==> src/rtl/fifo_pkg.sv <==
// Shared FIFO helpers: Gray/binary pointer conversion and pointer width
// calculation, used by both the read and the write side of the FIFO.
package fifo_pkg;

  localparam int GW = 32;

  function automatic logic [GW-1:0] bin2gray(input logic [GW-1:0] b);
    return b ^ (b >> 1);
  endfunction

  function automatic logic [GW-1:0] gray2bin(input logic [GW-1:0] g);
    logic [GW-1:0] b;
    b[GW-1] = g[GW-1];
    for (int i = GW - 2; i >= 0; i--) begin
      b[i] = b[i+1] ^ g[i];
    end
    return b;
  endfunction

  function automatic int ptr_bits(input int depth);
    int n;
    n = 0;
    while ((1 << n) < depth) n++;
    return n;
  endfunction

endpackage

==> src/rtl/fifo_rd_obuf.sv <==
// Two-entry in-order output buffer feeding the downstream valid/ready stream.
// Upstream credit logic guarantees a push never lands on a full buffer.
module fifo_rd_obuf #(
  parameter int DATA_WIDTH = 8
) (
  input  logic                  clk,
  input  logic                  rst,
  input  logic                  push,
  input  logic [DATA_WIDTH-1:0] din,
  output logic                  valid,
  input  logic                  ready,
  output logic [DATA_WIDTH-1:0] dout,
  output logic [1:0]            count
);

  logic [DATA_WIDTH-1:0] r_head;
  logic [DATA_WIDTH-1:0] r_tail;
  logic [1:0]            r_count;
  logic                  w_pop;
  logic                  w_push;

  assign w_pop  = (r_count != 2'd0) & ready;
  assign w_push = push & ((r_count != 2'd2) | w_pop);

  always_ff @(posedge clk) begin
    if (rst) begin
      r_count <= 2'd0;
      r_head  <= '0;
      r_tail  <= '0;
    end else begin
      case ({w_push, w_pop})
        2'b10: begin
          if (r_count == 2'd0) r_head <= din;
          else                 r_tail <= din;
          r_count <= r_count + 2'd1;
        end
        2'b01: begin
          r_head  <= r_tail;
          r_count <= r_count - 2'd1;
        end
        2'b11: begin
          // Count stays put; the new word joins behind whatever remains.
          if (r_count == 2'd1) begin
            r_head <= din;
          end else begin
            r_head <= r_tail;
            r_tail <= din;
          end
        end
        default: ;
      endcase
    end
  end

  assign valid = (r_count != 2'd0);
  assign dout  = r_head;
  assign count = r_count;

endmodule

==> src/rtl/fifo_rd_stream.sv <==
// Read side of an async FIFO presented as a valid/ready stream with 2-deep credit.
// Optional almost_empty output enabled by macro FIFO_RD_ALMOST_EMPTY_EN.
module fifo_rd_stream
  import fifo_pkg::*;
#(
  parameter int DEPTH      = 16,
  parameter int DATA_WIDTH = 8,
  parameter int ptr_width  = 4
`ifdef FIFO_RD_ALMOST_EMPTY_EN
  ,
  parameter int AE_LEVEL   = 2
`endif
) (
  input  logic                  rd_clk,
  input  logic                  rd_rst,
  input  logic [ptr_width:0]    wq2_wptr,
  input  logic [DATA_WIDTH-1:0] d_out,
  output logic                  rd_en,
  output logic [ptr_width-1:0]  rd_ptr,
  output logic [ptr_width:0]    rd_gptr,
  output logic                  empty,
  output logic                  m_valid,
  input  logic                  m_ready,
  output logic [DATA_WIDTH-1:0] m_data
`ifdef FIFO_RD_ALMOST_EMPTY_EN
  ,
  output logic                  almost_empty
`endif
);

  localparam int PW1 = ptr_width + 1;

  if (((1 << ptr_width) != DEPTH) || (ptr_bits(DEPTH) != ptr_width)) begin : g_cfg_check
    $error("fifo_rd_stream: DEPTH must equal 2**ptr_width");
  end

  logic [ptr_width:0] r_rbin;
  logic [ptr_width:0] r_gptr;
  logic [ptr_width:0] w_rbin_nxt;
  logic               r_inflight;
  logic [1:0]         w_buf_cnt;
  logic               w_depart;
  logic [2:0]         w_occ;

  assign empty    = (r_gptr == wq2_wptr);
  assign w_depart = m_valid & m_ready;
  // Credit: buffered words plus the read in flight, net of a beat leaving now.
  assign w_occ    = {1'b0, w_buf_cnt} + {2'b00, r_inflight} - {2'b00, w_depart};
  assign rd_en    = ~rd_rst & ~empty & (w_occ < 3'd2);

  assign w_rbin_nxt = r_rbin + {{ptr_width{1'b0}}, rd_en};
  assign rd_ptr     = r_rbin[ptr_width-1:0];
  assign rd_gptr    = r_gptr;

  // Read issue stage: pointer advance and in-flight tracking
  always_ff @(posedge rd_clk) begin
    if (rd_rst) begin
      r_rbin     <= '0;
      r_gptr     <= '0;
      r_inflight <= 1'b0;
    end else begin
      r_rbin     <= w_rbin_nxt;
      r_gptr     <= PW1'(bin2gray(GW'(w_rbin_nxt)));
      r_inflight <= rd_en;
    end
  end

  // Capture stage: memory data returned one cycle after the read
  fifo_rd_obuf #(
    .DATA_WIDTH(DATA_WIDTH)
  ) u_obuf (
    .clk  (rd_clk),
    .rst  (rd_rst),
    .push (r_inflight),
    .din  (d_out),
    .valid(m_valid),
    .ready(m_ready),
    .dout (m_data),
    .count(w_buf_cnt)
  );

`ifdef FIFO_RD_ALMOST_EMPTY_EN
  logic [ptr_width:0] w_wbin;
  logic [ptr_width:0] w_fill;
  logic               r_almost_empty;

  assign w_wbin = PW1'(gray2bin(GW'(wq2_wptr)));
  assign w_fill = w_wbin - r_rbin;

  always_ff @(posedge rd_clk) begin
    if (rd_rst) r_almost_empty <= 1'b1;
    else        r_almost_empty <= (int'(w_fill) <= AE_LEVEL);
  end

  assign almost_empty = r_almost_empty;
`endif

endmodule

==> config.mk <==
export PLATFORM = sky130hd
export DESIGN_NAME = fifo_rd_stream
export DESIGN_NICKNAME = d
export VERILOG_FILES = /design/src/rtl/fifo_pkg.sv /design/src/rtl/fifo_rd_obuf.sv /design/src/rtl/fifo_rd_stream.sv
export SDC_FILE = /design/constraint.sdc
export NUM_CORES = 1
export LEC_CHECK = 0
export BUFFER_PORTS_ARGS = -buffer_cell sky130_fd_sc_hd__buf_4
export CORE_ASPECT_RATIO = 1.5
export CORE_MARGIN = 2
export CORE_UTILIZATION = 56
export DETAILED_ROUTE_END_ITERATION = 7
export GPL_TIMING_DRIVEN = 0
export PLACE_DENSITY_LB_ADDON = 0.12
export SYNTH_ARGS = -nofsm -noshare
export SYNTH_HDL_FRONTEND = slang
export SYNTH_SLANG_ARGS = --single-unit
==> constraint.sdc <==
create_clock -name rd_clk -period 6.7 [get_ports rd_clk]
set_input_delay 1.005 -clock rd_clk [delete_from_list [all_inputs] [get_ports rd_clk]]
set_output_delay 1.005 -clock rd_clk [all_outputs]
set_load 0.01 [all_outputs]
== After elaboration in Yosys (flattened, before gate mapping) ==
Cells that the tools add are included.

* Bits in registers: 29
* Input port bits: 16
* Output and inout port bits: 20
* Logic and storage cells: 43

* $add $sub $neg: 5
* Magnitude comparators: 1
* Eq/ne operators: 9
* Multiplexer cells: 7
* Bitwise gates (word level): 8
* Reductions and logical operators: 7

{| class="wikitable"
|+ Operators by type and width
! cell !! number
|-
| two-way mux 8 bit || 4
|-
| one-hot mux 8 bit (3 select lines) || 1
|-
| one-hot mux 8 bit (2 select lines) || 1
|-
| != test 2 bit, second input constant || 3
|-
| nonzero test 2 bit || 3
|-
| adder 5 x 1 -> 5 bit || 1
|-
| equality test 5 bit || 1
|-
| XOR 5 x 4 -> 5 bit || 1
|-
| AND 1 bit || 4
|-
| equality test 2 x 1 -> 1 bit, second input constant || 2
|-
| equality test 2 bit, second input constant || 2
|-
| one-hot mux 2 bit (2 select lines) || 1
|-
| adder 2 x 1 -> 3 bit || 1
|-
| < comparator 3 x 2 -> 1 bit, second input constant || 1
|-
| AND reduction 3 bit || 1
|-
| nonzero test 3 bit || 1
|-
| subtractor 3 x 1 -> 3 bit || 1
|-
| adder 2 x 1 -> 2 bit, second input constant || 1
|-
| logical NOT 2 bit || 1
|-
| != test 2 x 1 -> 1 bit, second input constant || 1
|-
| NOT 1 bit || 2
|-
| AND reduction 2 bit || 1
|-
| subtractor 2 x 1 -> 2 bit, second input constant || 1
|-
| OR 1 bit || 1
|}

== Longest topological paths before layout ==
* Word-level depth: 7
* Depth in mapped cells: 15
* Mapped depth without buffers: 14

== By module ==
From an unflattened synthesis, not the netlist that was laid out.

* Cell total of the unflattened synthesis: 148
* Area, all modules: 1408.9 µm²

{| class="wikitable"
|+ By module, submodules not included
! module !! instances !! cells each !! area an instance (µm²) !! sequential area each (µm²)
|-
| fifo_rd_obuf || 1 || 94 || 868.3 || 360.3
|-
| fifo_rd_stream || 1 || 54 || 540.5 || 200.2
|}

== Least setup slack after synthesis ==
No wires, ideal clock.

* Path type: input to register
* Start point: input port m_ready
* End point: register r_gptr[3], in the netlist rd_gptr[3]
* Setup time: 0.135 ns
* Arrival time: 3.824 ns
* Data required time: 6.565 ns
* Slack: 2.741 ns
* Cell stages on the path: 13
* Buffers on the path: 1
* Path through: nor2b_2 > buf_4 > ha_1 > nand2b_1 > fa_1 > xor2_1 > nor4b_1 > ha_1 > ha_1 > mux2i_1 > nor2_1 > o21ai_0 > nor3b_1

* Longest elaborated chain between the ends: 6

{| class="wikitable"
|+ RTL lines
! what !! RTL line !! source
|-
| start: declaration || fifo_rd_stream.sv:23 || <nowiki>input logic m_ready,</nowiki>
|-
| AND 1 bit || fifo_rd_stream.sv:46 || <nowiki>assign w_depart = m_valid & m_ready;</nowiki>
|-
| subtractor 3 x 1 -> 3 bit || fifo_rd_stream.sv:48 || <nowiki>assign w_occ = {1'b0, w_buf_cnt} + {2'b00, r_inflight} - {2'b00, w_depart};</nowiki>
|-
| < comparator 3 x 2 -> 1 bit || fifo_rd_stream.sv:49 || <nowiki>assign rd_en = ~rd_rst & ~empty & (w_occ < 3'd2);</nowiki>
|-
| AND 1 bit || fifo_rd_stream.sv:49 ||
|-
| net rd_en || fifo_rd_stream.sv:18 || <nowiki>output logic rd_en,</nowiki>
|-
| adder 5 x 1 -> 5 bit || fifo_rd_stream.sv:51 || <nowiki>assign w_rbin_nxt = r_rbin + {{ptr_width{1'b0}}, rd_en};</nowiki>
|-
| XOR 5 x 4 -> 5 bit || fifo_pkg.sv:8 || <nowiki>return b ^ (b >> 1);</nowiki>
|-
| end signal: assignment || fifo_rd_stream.sv:63 || <nowiki>r_gptr <= PW1'(bin2gray(GW'(w_rbin_nxt)));</nowiki>
|-
| end: declaration || fifo_rd_stream.sv:38 || <nowiki>logic [ptr_width:0] r_gptr;</nowiki>
|}

The timed path passes the listed nets, and every way through them passes these cells.
A chain may end at the register's enable or synchronous reset.

== Worst setup path in the final report ==
* Start point: register u_obuf.r_count[1], in the netlist u_obuf.count[1]
* End point: output port rd_en

* Longest elaborated chain between the ends: 5
* Elaborated cells between the ends (all ways): 6
* Those cells by class: 2 x add/sub; 1 x order compare; 2 x bitwise; 1 x reduce/logical

{| class="wikitable"
|+ RTL lines
! what !! RTL line !! source
|-
| start: declaration || fifo_rd_obuf.sv:18 || <nowiki>logic [1:0] r_count;</nowiki>
|-
| start signal: assignment || fifo_rd_obuf.sv:35 || <nowiki>r_count <= r_count + 2'd1;</nowiki>
|-
| start signal: assignment || fifo_rd_obuf.sv:39 || <nowiki>r_count <= r_count - 2'd1;</nowiki>
|-
| parallel branches: the longest is 2 deep, another holds adder 2 x 1 -> 3 bit || -- ||
|-
| subtractor 3 x 1 -> 3 bit * || fifo_rd_stream.sv:48 ||
|-
| < comparator 3 x 2 -> 1 bit * || fifo_rd_stream.sv:49 ||
|-
| AND 1 bit * || fifo_rd_stream.sv:49 ||
|-
| end: declaration || fifo_rd_stream.sv:18 ||
|}

Every way passes the cells marked *.

==> metrics.txt <==
first-pass GRT wire length 4600 um; total wire length 2850 um; CTS Buf Count 3; hold_ws 524 ps; hold path depth 2; min Tclk post-route 4240 ps; Vias 1149; Worst Path Required 5690 ps; slew of the pin with the lowest slew margin 553 ps; Max Cap Viol 0; Synth Instances 145; P per Cell Area 431 nW/um^2; Setup violations, final 0; First-pass DRT Iterations 4; Longest Clk Path Bufs 2; drc violations 0; Routed Antenna Nets 0; number of global-route vias before repair 1098; setup TNS 0 ps; hold wc startpoint u_obuf.r_tail[4]$_SDFFE_PP0P_; Post-CTS Setup Bufs 0; # hold bufs at CTS 0; # diodes 0; initial antenna violation count 0; drt initial violations 24; clock sinks 28; synthesized area 1420 um^2; arrival time at the worst endpoint 3230 ps; VDD IR-drop max 0.306 mV; WS Path Type flop to output pin; largest area contributor in the netlist dfxtp_1; RSZ-0062 raised after global routing false; Mean Syn Cell Area 9.76 um^2; Worst Skew 9.11 ps; largest net degree at the start of global routing 16; Core Area 2420 um^2; fin area 1740 um^2; final core utilization 0.717; Reg2Reg Depth 15; post-synth net total 168; Synth area leaders dfxtp_1, a311oi_2, mux2i_1; post-synthesis register bit count 28; H-tree depth 1; num rows 22; terminus of the critical flop-to-flop path rd_gptr[3]$_SDFF_PP0_; Post-CTS Resized 0; Detailed Place HPWL 2230 um; GRT Overall Usage 0.211; run status finished, final reports clean; max-slew violation count 0; total grt overflow 0; Hold Path Class flop to flop; Min-Delay Endpoint u_obuf.r_tail[4]$_SDFFE_PP0P_; crit path from u_obuf.count[1]$_SDFFE_PP0P_; Die Ht 65.6 um; root buffer cell clkbuf_4; Worst-Skew Late Latency 340 ps; Tcrit/Tclk final 0.632; Setup crit start kind flop; starting density of the core 0.584; Non-Filler Instances 207; Final Hold Violating Endpoints 0; area share of the largest cell type after synthesis 0.396; unique cell type count in the Yosys netlist 31; total I/O pin count 36; Area after DPL 1700 um^2; Layout Nets 207; PortBufs 34; per-cell routed wire length 13.8 um; share of layout cells above drive strength 1 0.306; Post-Place Cells 203; kind of end point of the critical path output pin; FF-to-FF setup slack 2740 ps; vias per cell 5.55; die area 2950 um^2; Max Fclk 236 MHz; RR Startpoint u_obuf.count[1]$_SDFFE_PP0P_; synth-to-layout area growth 22.7%; P_leak 0.796 nW; CTS tree yes; register area share after synthesis 0.396; Synth Warn # 0; CP Max Fanout 10; Slew Limit Headroom 0.631; clock-pin slew on the worst setup and hold paths 160 ps; Final GP Congestion 0.751; Die W 45.0 um
==> cells in the mapped netlist <==
cell and instances:
dfxtp_1 28, nor2_1 23, mux2i_1 11, nand2_1 11
nand3_1 11, a311oi_2 8, xor2_1 7, ha_1 6
xnor2_1 6, inv_1 4, nor3_1 3, a211oi_1 2
a21oi_1 2, buf_4 2, clkbuf_1 2, nor2_2 2
nor2b_1 2, nor4b_1 2, a21boi_0 1, a21o_1 1
a21o_4 1, and3_1 1, buf_12 1, buf_2 1
fa_1 1, nand2b_1 1, nand3_2 1, nor2b_2 1
nor2b_4 1, nor3b_1 1, o21ai_0 1
==> cells in the final DEF (no fill, tap or decap), types with 2 or more instances in the layout <==
cell	synthesis	routed
ha_1	6	6
a21oi_1	2	2
nor2b_1	2	2
nor2_1	23	23
nand2_1	11	11
clkbuf_1	2	2
a311oi_2	8	8
nor4b_1	2	2
nor3_1	3	3
a211oi_1	2	2
nand3_1	11	11
clkbuf_4	0	3
xnor2_1	6	6
mux2i_1	11	11
buf_4	2	36
xor2_1	7	7
dfxtp_1	28	28
nor2_2	2	2
inv_1	4	4
==> metal layers <==
layer  track usage  up-vias  wire length [um]
met5             0        -                 0
met4         0.118        0                55
met3        0.0220        5               123
met2         0.379       34              1540
met1         0.226      536              1130
li1              -      574                 -
==> through the flow <==
step / worst slack, ps / total power [W]
2_1_floorplan: 2740 / 0.000550
5_1_grt: 2180 / 0.000801
4_1_cts: 2430 / 0.000754
6_report: 2460 / 0.000748
3_5_place_dp: 2380 / 0.000672
3_3_place_gp: 2440 / 0.000656
==> where the power goes <==
| part | internal [W] | total [W] | switching (W) |
|---|---|---|---|
| Sequential | 0.000213 | 0.000242 | 0.0000289 |
| Combinational | 0.000207 | 0.000421 | 0.000214 |
| Clock | 0.0000334 | 0.0000850 | 0.0000516 |
| Total | 0.000453 | 0.000748 | 0.000295 |
==> critical path, stage by stage (launching register included) <==
cell	delay (ps)
dfxtp_1	470
inv_1	110
ha_1	250
nor2b_2	280
buf_4	240
ha_1	240
nand2b_1	150
fa_1	370
xor2_1	170
nor4b_1	420
buf_4	210
==> registers in the layout, indices dropped and copies added (netlist names) <==
signal and cells:
u_obuf.count 2, u_obuf.dout 8, r_rbin 5, rd_gptr 4
u_obuf.r_tail 8, r_inflight 1
==> worst max path at each step <==
stage / endpoint / slack [ps] / cells after the start
6_report: rd_en / 2460 / 10
5_1_grt: rd_en / 2180 / 10
4_1_cts: rd_en / 2430 / 10
3_5_place_dp: rd_gptr[3]$_SDFF_PP0_ / 2380 / 14
3_3_place_gp: rd_gptr[3]$_SDFF_PP0_ / 2440 / 14
2_1_floorplan: rd_gptr[3]$_SDFF_PP0_ / 2740 / 13
==> cell type report <==
class,count,area (um^2)
sequential,28,561
tap,24,30.0
multi-input combinational,107,792
fill,190,686
clock buffer,4,36.3
buffer,6,47.5
inverter,4,15.0
timing repair buffer,34,255
==> cell families after synthesis <==
group | Yosys count | synth area share
and+or+nand+nor | 60 | 0.207
buffers and inverters | 10 | 0.0442
AOI/OAI and AO/OA | 16 | 0.127
adders and majority gates | 7 | 0.0672
DFF | 28 | 0.396
muxes | 11 | 0.0778
xor gates and xnor gates | 13 | 0.0805
No activity file was read; power rests on OpenSTA's default activity.
